[src/rtl/vga_pkg.sv]
`default_nettype none
// ============================================================================
// vga_pkg : shared phase encoding, raster constant sets, delay-line tap type
// Rev 1.0
// ============================================================================
package vga_pkg;

    localparam int CNT_W     = 11;
    localparam int MAX_TOTAL = 2048;

    typedef enum logic [1:0] {
        PH_SYNC   = 2'd0,
        PH_BACK   = 2'd1,
        PH_ACTIVE = 2'd2,
        PH_FRONT  = 2'd3
    } phase_t;

    // 640x480 @ 60 Hz, 25.175 MHz pixel clock
    localparam int VGA640_H_SYNC   = 96;
    localparam int VGA640_H_BACK   = 48;
    localparam int VGA640_H_ACTIVE = 640;
    localparam int VGA640_H_FRONT  = 16;
    localparam int VGA640_V_SYNC   = 2;
    localparam int VGA640_V_BACK   = 33;
    localparam int VGA640_V_ACTIVE = 480;
    localparam int VGA640_V_FRONT  = 10;

    // 800x600 @ 60 Hz, 40 MHz pixel clock
    localparam int VGA800_H_SYNC   = 128;
    localparam int VGA800_H_BACK   = 88;
    localparam int VGA800_H_ACTIVE = 800;
    localparam int VGA800_H_FRONT  = 40;
    localparam int VGA800_V_SYNC   = 4;
    localparam int VGA800_V_BACK   = 23;
    localparam int VGA800_V_ACTIVE = 600;
    localparam int VGA800_V_FRONT  = 1;

    // Request-side flags carried to the output by the lead delay line
    typedef struct packed {
        logic hs;
        logic vs;
        logic rq;
        logic ls;
        logic fs;
    } tap_t;

endpackage
`default_nettype wire

[src/rtl/vga_axis_cnt.sv]
`default_nettype none
// ============================================================================
// vga_axis_cnt : one raster axis - position counter, phase FSM, wrap strobe
// Rev 1.0
// ============================================================================
module vga_axis_cnt
    import vga_pkg::*;
#(
    parameter int LEN_SYNC   = 96,
    parameter int LEN_BACK   = 48,
    parameter int LEN_ACTIVE = 640,
    parameter int LEN_FRONT  = 16
) (
    input  logic             pclk,
    input  logic             reset,
    input  logic             step,
    output logic [CNT_W-1:0] pos,
    output phase_t           phase,
    output logic             wrap
);

    localparam int TOTAL = LEN_SYNC + LEN_BACK + LEN_ACTIVE + LEN_FRONT;

    generate
        if (LEN_SYNC < 1 || LEN_BACK < 1 || LEN_ACTIVE < 1 || LEN_FRONT < 1) begin : g_bad_len
            $error("vga_axis_cnt: every phase length must be at least 1");
        end
        if (TOTAL > MAX_TOTAL) begin : g_bad_total
            $error("vga_axis_cnt: axis total exceeds 2048");
        end
    endgenerate

    logic [CNT_W-1:0] ph_cnt;
    logic [CNT_W-1:0] ph_cnt_nxt;
    logic [CNT_W-1:0] pos_nxt;
    logic [CNT_W-1:0] ph_len_m1;
    logic             ph_last;
    phase_t           phase_nxt;

    always_ff @(posedge pclk) begin
        if (reset) begin
            pos    <= '0;
            ph_cnt <= '0;
            phase  <= PH_SYNC;
        end else begin
            pos    <= pos_nxt;
            ph_cnt <= ph_cnt_nxt;
            phase  <= phase_nxt;
        end
    end

    always_comb begin
        ph_len_m1  = CNT_W'(LEN_SYNC - 1);
        pos_nxt    = pos;
        ph_cnt_nxt = ph_cnt;
        phase_nxt  = phase;

        case (phase)
            PH_SYNC:   ph_len_m1 = CNT_W'(LEN_SYNC - 1);
            PH_BACK:   ph_len_m1 = CNT_W'(LEN_BACK - 1);
            PH_ACTIVE: ph_len_m1 = CNT_W'(LEN_ACTIVE - 1);
            PH_FRONT:  ph_len_m1 = CNT_W'(LEN_FRONT - 1);
            default:   ph_len_m1 = CNT_W'(LEN_SYNC - 1);
        endcase

        ph_last = (ph_cnt == ph_len_m1);
        wrap    = step && (pos == CNT_W'(TOTAL - 1));

        if (step) begin
            pos_nxt = wrap ? '0 : pos + CNT_W'(1);
            if (ph_last) begin
                ph_cnt_nxt = '0;
                case (phase)
                    PH_SYNC:   phase_nxt = PH_BACK;
                    PH_BACK:   phase_nxt = PH_ACTIVE;
                    PH_ACTIVE: phase_nxt = PH_FRONT;
                    PH_FRONT:  phase_nxt = PH_SYNC;
                    default:   phase_nxt = PH_SYNC;
                endcase
            end else begin
                ph_cnt_nxt = ph_cnt + CNT_W'(1);
            end
        end
    end

endmodule
`default_nettype wire

[src/rtl/vga_timing_gen.sv]
`default_nettype none
// ============================================================================
// vga_timing_gen : VGA raster timing with lead-compensated pixel requests
// Rev 1.0
// ============================================================================
module vga_timing_gen
    import vga_pkg::*;
#(
    parameter int H_SYNC   = VGA640_H_SYNC,
    parameter int H_BACK   = VGA640_H_BACK,
    parameter int H_ACTIVE = VGA640_H_ACTIVE,
    parameter int H_FRONT  = VGA640_H_FRONT,
    parameter int V_SYNC   = VGA640_V_SYNC,
    parameter int V_BACK   = VGA640_V_BACK,
    parameter int V_ACTIVE = VGA640_V_ACTIVE,
    parameter int V_FRONT  = VGA640_V_FRONT,
    parameter bit HS_POL   = 1'b1,
    parameter bit VS_POL   = 1'b1,
    parameter int REQ_LEAD = 1,
    parameter int DW       = 8
) (
    input  logic            pclk,
    input  logic            reset,
    input  logic            en,
    output logic            req,
    output logic [10:0]     req_x,
    output logic [10:0]     req_y,
    input  logic [3*DW-1:0] rgb_in,
    output logic            hsync,
    output logic            vsync,
    output logic            valid,
    output logic [DW-1:0]   vga_r,
    output logic [DW-1:0]   vga_g,
    output logic [DW-1:0]   vga_b,
    output logic            line_start,
    output logic            frame_start,
    output logic [15:0]     frame_cnt
);

    generate
        if (REQ_LEAD < 0 || REQ_LEAD > 4) begin : g_bad_lead
            $error("vga_timing_gen: REQ_LEAD must be in 0..4");
        end
    endgenerate

    logic [CNT_W-1:0] h;
    logic [CNT_W-1:0] v;
    phase_t           h_phase;
    phase_t           v_phase;
    logic             h_wrap;
    logic             frame_wrap;
    logic             en_frame;
    tap_t             tap_in;
    tap_t             tap_out;

    vga_axis_cnt #(
        .LEN_SYNC   (H_SYNC),
        .LEN_BACK   (H_BACK),
        .LEN_ACTIVE (H_ACTIVE),
        .LEN_FRONT  (H_FRONT)
    ) u_h_axis (
        .pclk  (pclk),
        .reset (reset),
        .step  (1'b1),
        .pos   (h),
        .phase (h_phase),
        .wrap  (h_wrap)
    );

    // The vertical wrap already implies the horizontal wrap, so it marks the frame end.
    vga_axis_cnt #(
        .LEN_SYNC   (V_SYNC),
        .LEN_BACK   (V_BACK),
        .LEN_ACTIVE (V_ACTIVE),
        .LEN_FRONT  (V_FRONT)
    ) u_v_axis (
        .pclk  (pclk),
        .reset (reset),
        .step  (h_wrap),
        .pos   (v),
        .phase (v_phase),
        .wrap  (frame_wrap)
    );

    always_ff @(posedge pclk) begin
        if (reset) begin
            en_frame  <= 1'b0;
            frame_cnt <= '0;
        end else if (frame_wrap) begin
            en_frame  <= en;
            frame_cnt <= frame_cnt + 16'd1;
        end
    end

    assign req   = en_frame && (h_phase == PH_ACTIVE) && (v_phase == PH_ACTIVE);
    assign req_x = req ? h - CNT_W'(H_SYNC + H_BACK) : '0;
    assign req_y = req ? v - CNT_W'(V_SYNC + V_BACK) : '0;

    always_comb begin
        tap_in    = '0;
        tap_in.hs = (h_phase == PH_SYNC);
        tap_in.vs = (v_phase == PH_SYNC);
        tap_in.rq = req;
        tap_in.ls = (h == '0);
        tap_in.fs = (h == '0) && (v == '0);
    end

    // Delay line aligns sync/valid with colour returned by the fixed-latency source.
    generate
        if (REQ_LEAD == 0) begin : g_passthru
            assign tap_out = tap_in;
        end else begin : g_delay
            tap_t pipe [REQ_LEAD];

            always_ff @(posedge pclk) begin
                if (reset) begin
                    for (int i = 0; i < REQ_LEAD; i++) begin
                        pipe[i] <= '0;
                    end
                end else begin
                    pipe[0] <= tap_in;
                    for (int i = 1; i < REQ_LEAD; i++) begin
                        pipe[i] <= pipe[i-1];
                    end
                end
            end

            assign tap_out = pipe[REQ_LEAD-1];
        end
    endgenerate

    assign hsync       = tap_out.hs ? HS_POL : ~HS_POL;
    assign vsync       = tap_out.vs ? VS_POL : ~VS_POL;
    assign valid       = tap_out.rq;
    assign line_start  = tap_out.ls;
    assign frame_start = tap_out.fs;

    assign {vga_r, vga_g, vga_b} = valid ? rgb_in : '0;

endmodule
`default_nettype wire

[config.mk]
export PLATFORM = sky130hd
export DESIGN_NAME = vga_timing_gen
export DESIGN_NICKNAME = d
export VERILOG_FILES = /design/src/rtl/vga_pkg.sv /design/src/rtl/vga_axis_cnt.sv /design/src/rtl/vga_timing_gen.sv
export SDC_FILE = /design/constraint.sdc
export NUM_CORES = 1
export LEC_CHECK = 0
export ABC_AREA = 1
export BUFFER_PORTS_ARGS = -buffer_cell sky130_fd_sc_hd__buf_2
export CAP_MARGIN = 20
export CELL_PAD_IN_SITES_DETAIL_PLACEMENT = 1
export CELL_PAD_IN_SITES_GLOBAL_PLACEMENT = 1
export CORE_UTILIZATION = 41
export DETAILED_ROUTE_END_ITERATION = 10
export PLACE_DENSITY_LB_ADDON = 0.1
export SLEW_MARGIN = 40
export SYNTH_ARGS = -nofsm -noshare
export SYNTH_HDL_FRONTEND = slang
export SYNTH_SLANG_ARGS = --single-unit
[constraint.sdc]
create_clock -name pclk -period 3.9 [get_ports pclk]
set_input_delay 0.39 -clock pclk [delete_from_list [all_inputs] [get_ports pclk]]
set_output_delay 0.39 -clock pclk [all_outputs]
set_load 0.03 [all_outputs]
# Word level (Yosys, flattened, before mapping)
# Memories as Yosys holds them, arrays and structs flattened.
# Index checks and enable logic that the tools add are counted.
dict set report classes {
  n_addsub 7
  n_mux 16
  reduce_logical 12
  n_eq_ne 10
}
# cell n
set ops {}
lappend ops {{11-bit case mux with 4 select lines} 2}
lappend ops {{11-bit by 1-bit adder with 11-bit output (second input constant)} 4}
lappend ops {{11-bit two-way mux} 4}
lappend ops {{24-bit two-way mux} 1}
lappend ops {{11-bit by 10-bit == test with 1-bit output (second input constant)} 2}
lappend ops {{11-bit == test} 2}
lappend ops {{11-bit zero test} 2}
lappend ops {{16-bit by 1-bit adder with 16-bit output (second input constant)} 1}
lappend ops {{2-bit case mux with 4 select lines} 2}
lappend ops {{11-bit by 6-bit subtractor with 11-bit output (second input constant)} 1}
lappend ops {{11-bit by 8-bit subtractor with 11-bit output (second input constant)} 1}
lappend ops {{2-bit == test (second input constant)} 4}
lappend ops {{1-bit two-way mux} 6}
lappend ops {{5-bit two-way mux} 1}
lappend ops {{5-bit OR reduction} 1}
lappend ops {{2-bit by 1-bit == test with 1-bit output (second input constant)} 2}
lappend ops {{1-bit logical AND} 4}
lappend ops {{2-bit zero test} 2}
lappend ops {{2-bit OR reduction} 2}
lappend ops {{2-bit AND reduction} 1}
dict set report totals {
  wordCells 54
  reg_bits 65
  ramBits 5
  memories 1
  output_inout_bits 68
}
# name depth word_bits rd rd_clocked_by_memory_dff wr line
set memory_table {}
lappend memory_table {g_delay.pipe 1 5 1 0 1 vga_timing_gen.sv:113} ;# tap_t pipe [REQ_LEAD];

# Depth between registers and ports, before layout
dict set report depth {
  ltp_word 4
  ltp_mapped 12
}

# Cells and area by module
# Synthesis repeated with hierarchy kept, for this count alone.
dict set report hier_totals {
  cells_unflattened 680
  hier_area_um2 4356.7
}
# module instances cells_each area_per_inst_um2
set by_module_without_submodules {}
lappend by_module_without_submodules {vga_timing_gen 1 285 1649.1}
lappend by_module_without_submodules {{vga_axis_cnt (u_v_axis)} 1 192 1370.1}
lappend by_module_without_submodules {{vga_axis_cnt (u_h_axis)} 1 203 1337.5}

# Worst setup path before layout
# No wires, ideal clock.
dict set report synth_timing {
  path_kind {register to output}
  startpoint {register u_v_axis.phase[0]}
  endpoint {output req_x[10]}
  path_slack_ps 1752
  t_arrival_ps 1758
  required_time_ps 3510
  path_stages_with_launch 8
  cell_sequence {dfxtp_1 inv_1 ha_1 buf_2 nand3_1 clkinv_1 o21ai_0 a21oi_1}
}
dict set report synth_between {
  elab_chain_cells 3
}
# item line
set synth_rtl {}
lappend synth_rtl {{start: declaration} vga_axis_cnt.sv:18} ;# output phase_t phase,
lappend synth_rtl {{start signal: assignment} vga_axis_cnt.sv:48} ;# phase <= phase_nxt;
lappend synth_rtl {{2-bit == test} vga_timing_gen.sv:95} ;# assign req = en_frame && (h_phase == PH_ACTIVE) && (v_phase == PH_ACTIVE);
lappend synth_rtl {{1-bit logical AND} vga_timing_gen.sv:95}
lappend synth_rtl {{net req} vga_timing_gen.sv:25} ;# output logic req,
lappend synth_rtl {{11-bit two-way mux} vga_timing_gen.sv:96} ;# assign req_x = req ? h - CNT_W'(H_SYNC + H_BACK) : '0;
lappend synth_rtl {{end: declaration} vga_timing_gen.sv:26} ;# output logic [10:0] req_x,
# The timed path passes the listed nets, and every way through them passes these cells.

# Final worst setup path
dict set report layout_timing {
  startpoint {register u_v_axis.phase[0]}
  endpoint {output req_y[5]}
}
dict set report layout_between {
  elab_chain_cells 3
}
# item line
set layout_rtl {}
lappend layout_rtl {{2-bit == test} vga_timing_gen.sv:95}
lappend layout_rtl {{1-bit logical AND} vga_timing_gen.sv:95}
lappend layout_rtl {{11-bit two-way mux} vga_timing_gen.sv:97} ;# assign req_y = req ? v - CNT_W'(V_SYNC + V_BACK) : '0;
lappend layout_rtl {{end: declaration} vga_timing_gen.sv:27} ;# output logic [10:0] req_y,
# No other way between the ends.

==> results.yml <==
run_status:
  status: "complete, no violations"
synth:
  synth_area_um2: 4277
  synth-seq-cells: 70
  ys_seq_area_share_pct: 32.77
  yosysWarnings: 0
  synth_cell_types: 30
  syn_nets: 716
  synthCells: 671
  avgSynthCellArea_um2: 6.373
layout:
  final_common_cell: "nand2_1"
  most-common-layout-cells: "184 x nand2_1, 100 x nor2_1, 98 x inv_1, 94 x buf_2, 69 x dfxtp_1"
  num_antenna_cells: 0
  layout-drive-gt1-share_pct: 16.67
  design_area_um2: 5084
  final_nets: 809
  syn2layout_area_growth_pct: 18.87
pwr:
  p_per_area_nw_per_um2: 285.6
  peakVddDrop_uv: 205.1
  p_leak_nw: 2.529
global_route:
  antenna_found_initial: 0
  grt.total_usage_pct: 24.41
  grt_pass1_vias: 4532
  grt_max_degree: 26
  grt.overflow.total: 0
  grt_pass1_wl_um: 21580
critical_path:
  r2r_cells: 9
  slowest_delay_ps: 370
  rrSetupSlack_ps: 1740
  end_kind: "output pin"
  worstSetupPathType: "flip-flop to output pin"
  crit_buf_inv: 4
  path_cells: "inv_1, ha_1, nand3_1, buf_4, clkinv_1, o21ai_0, nor2_1, buf_2"
  cp_top_family: "buffers and inverters"
  startpoint: "u_v_axis.phase[0]$_SDFFE_PP0P_"
  startpoint_type: "flip-flop"
  r2r_end: "u_v_axis.ph_cnt[6]$_SDFFE_PP0P_"
  endpoint: "req_y[5]"
  cp_slowest_cell: "dfxtp_1"
  crit_arrival_ps: 2220
  cp.required_ps: 3510
  critPathMaxFanout: 15
  cp.depth: 8
  r2r_start: "u_h_axis.pos[5]$_SDFF_PP0_"
routing:
  wire_per_inst_um: 13.80
  drtPass1Iterations: 4
  wl_um: 12430
  drt-initial-drc-count: 185
  num_vias: 4524
  final_antenna_net_count: 0
  drcViolationCount: 0
  via_per_inst: 5.021
floorplan:
  start_util_pct: 42.96
  std_cell_rows: 36
  ioPinCount: 95
  dieArea_um2: 10840
  fp.dieW_um: 104.1
  core_um2: 9955
  die_y_um: 104.1
sta:
  maxSlewViolCount: 0
  fmax_mhz: 383.4
  slew_headroom_pct: 62.03
  hold_viol: 0
  min_period_ps: 2609
  setup-tns-final_ps: 0
  worst_pin_slew_ps: 565.2
  post-route-period-util_pct: 66.89
  rsz0062_at_grt: "false"
  skew_ps: 8.913
  finalSetupViolCount: 0
cts:
  cts.sinks: 70
  cts_buffer_depth: 2
  insertion_delay_ps: 360
  cts_buffers: 9
  clkTransAtPathRegs_ps: 80
  tritoncts: "done"
  cts_resized: 0
  htree_levels: 3
  cts_setup_buffers: 0
  cts_hold_buf: 0
  cts-root-buf: "clkbuf_8"
hold_path:
  holdPathStages: 3
  worstHoldStart: "en"
  hp-class: "primary input to flip-flop"
place:
  dp_hpwl_um: 9715
  gp_congestion: 0.8400
  dpl_cell_area_um2: 4861
  numPortBuffers: 94
job:
  max-cap-violations: 0
-- final cells by class --
| cell class | instances | area (µm²) |
|---|---|---|
| Timing Repair Buffer | 95 | 478.0 |
| Clock buffer | 10 | 137.6 |
| Multi-Input combinational cell | 487 | 2435 |
| Fill cell | 1400 | 4871 |
| Sequential cell | 70 | 1403 |
| Inverter | 101 | 380.4 |
| Clock inverter | 5 | 83.83 |
| Tap cell | 133 | 166.4 |
-- sequential cells by signal (all words and copies together), names as in the netlist --
register,count
u_v_axis.pos,11
u_h_axis.phase,2
g_delay.pipe,5
frame_cnt,16
u_v_axis.ph_cnt,11
u_h_axis.ph_cnt,11
en_frame,1
u_h_axis.pos,11
u_v_axis.phase,2
-- cells in the mapped netlist --
master | instances | area, µm²
a211oi_1 | 1 | 7.510
a21oi_1 | 37 | 185.2
a21oi_2 | 5 | 43.79
buf_2 | 3 | 15.01
buf_6 | 1 | 11.26
clkbuf_1 | 9 | 33.78
clkinv_1 | 1 | 3.750
clkinv_2 | 1 | 5.000
dfxtp_1 | 70 | 1401
ha_1 | 18 | 225.2
inv_1 | 98 | 367.9
inv_2 | 1 | 3.750
nand2_1 | 184 | 690.7
nand2_2 | 1 | 6.260
nand3_1 | 38 | 190.2
nand3_2 | 1 | 10.01
nand3_4 | 1 | 17.52
nand4_1 | 17 | 106.4
nor2_1 | 100 | 375.4
nor2_2 | 1 | 6.260
nor2_4 | 1 | 11.26
nor3_1 | 17 | 85.08
nor3_4 | 2 | 32.53
nor3b_1 | 4 | 30.03
nor4_1 | 1 | 6.260
o21a_1 | 1 | 7.510
o21ai_0 | 25 | 125.1
or2_2 | 3 | 18.77
xnor2_1 | 4 | 35.03
xor2_1 | 25 | 219.0
-- cells by family after synthesis --
kind of cell | after synthesis | synth area share [%]
xor gates and xnor gates | 29 | 5.939
AOI/OAI and AO/OA | 69 | 8.631
adders and majority gates | 18 | 5.266
buffers and inverters | 114 | 10.30
DFF | 70 | 32.77
and+or+nand+nor | 371 | 37.10
-- report_power, final --
| group | internal, mW | switching, mW | leakage (nW) |
|---|---|---|---|
| Clock | 0.375 | 0.293 | 0.105 |
| Combinational | 0.0196 | 0.0350 | 1.86 |
| Sequential | 0.723 | 0.00677 | 0.567 |
-- metal layers --
layer / vias to the layer above / global-route usage [%] / share of wire, %
li1: 2283 / - / -
met1: 2116 / 29.85 / 46
met2: 109 / 43.38 / 48
met3: 16 / 3.947 / 4.4
met4: 0 / 8.061 / 1.4
met5: - / 0 / 0
-- worst reg2reg max path: stages, from the launching register on --
cell	delay, ps
dfxtp_1	340
inv_1	170
ha_1	240
inv_1	50
nor2_1	170
nand3_1	120
nor2_2	260
nand4_1	230
nand2_1	350
nor2_1	100
-- stage by stage --
| step | power (mW) | util [%] | instances | hold slack, ps | worst slack, ps |
|---|---|---|---|---|---|
| after CTS | 1.462 | 51.06 | 901 | 313.2 | 1251 |
| after floorplan | 0.7745 | - | 671 | 429.5 | 1752 |
| after global routing | 1.504 | 51.07 | 901 | 348.4 | 1091 |
| after global placement | 0.7989 | 48.83 | 886 | 445.4 | 1726 |
| after detailed placement | 0.8020 | 48.83 | 886 | 466.7 | 1641 |
| final | 1.452 | 51.07 | 901 | 329.5 | 1291 |
-- how the worst min path moves through the flow --
| stage | end | slack, ps |
|---|---|---|
| floorplan | u_h_axis.ph_cnt[0]$_SDFF_PP0_ | 430 |
| detailed placement | u_h_axis.pos[0]$_SDFF_PP0_ | 470 |
| finish | en_frame$_SDFFE_PP0P_ | 330 |
| CTS | en_frame$_SDFFE_PP0P_ | 310 |
| global placement | u_h_axis.pos[0]$_SDFF_PP0_ | 450 |
| global route | en_frame$_SDFFE_PP0P_ | 350 |
(Power assumes the default switching activity.)
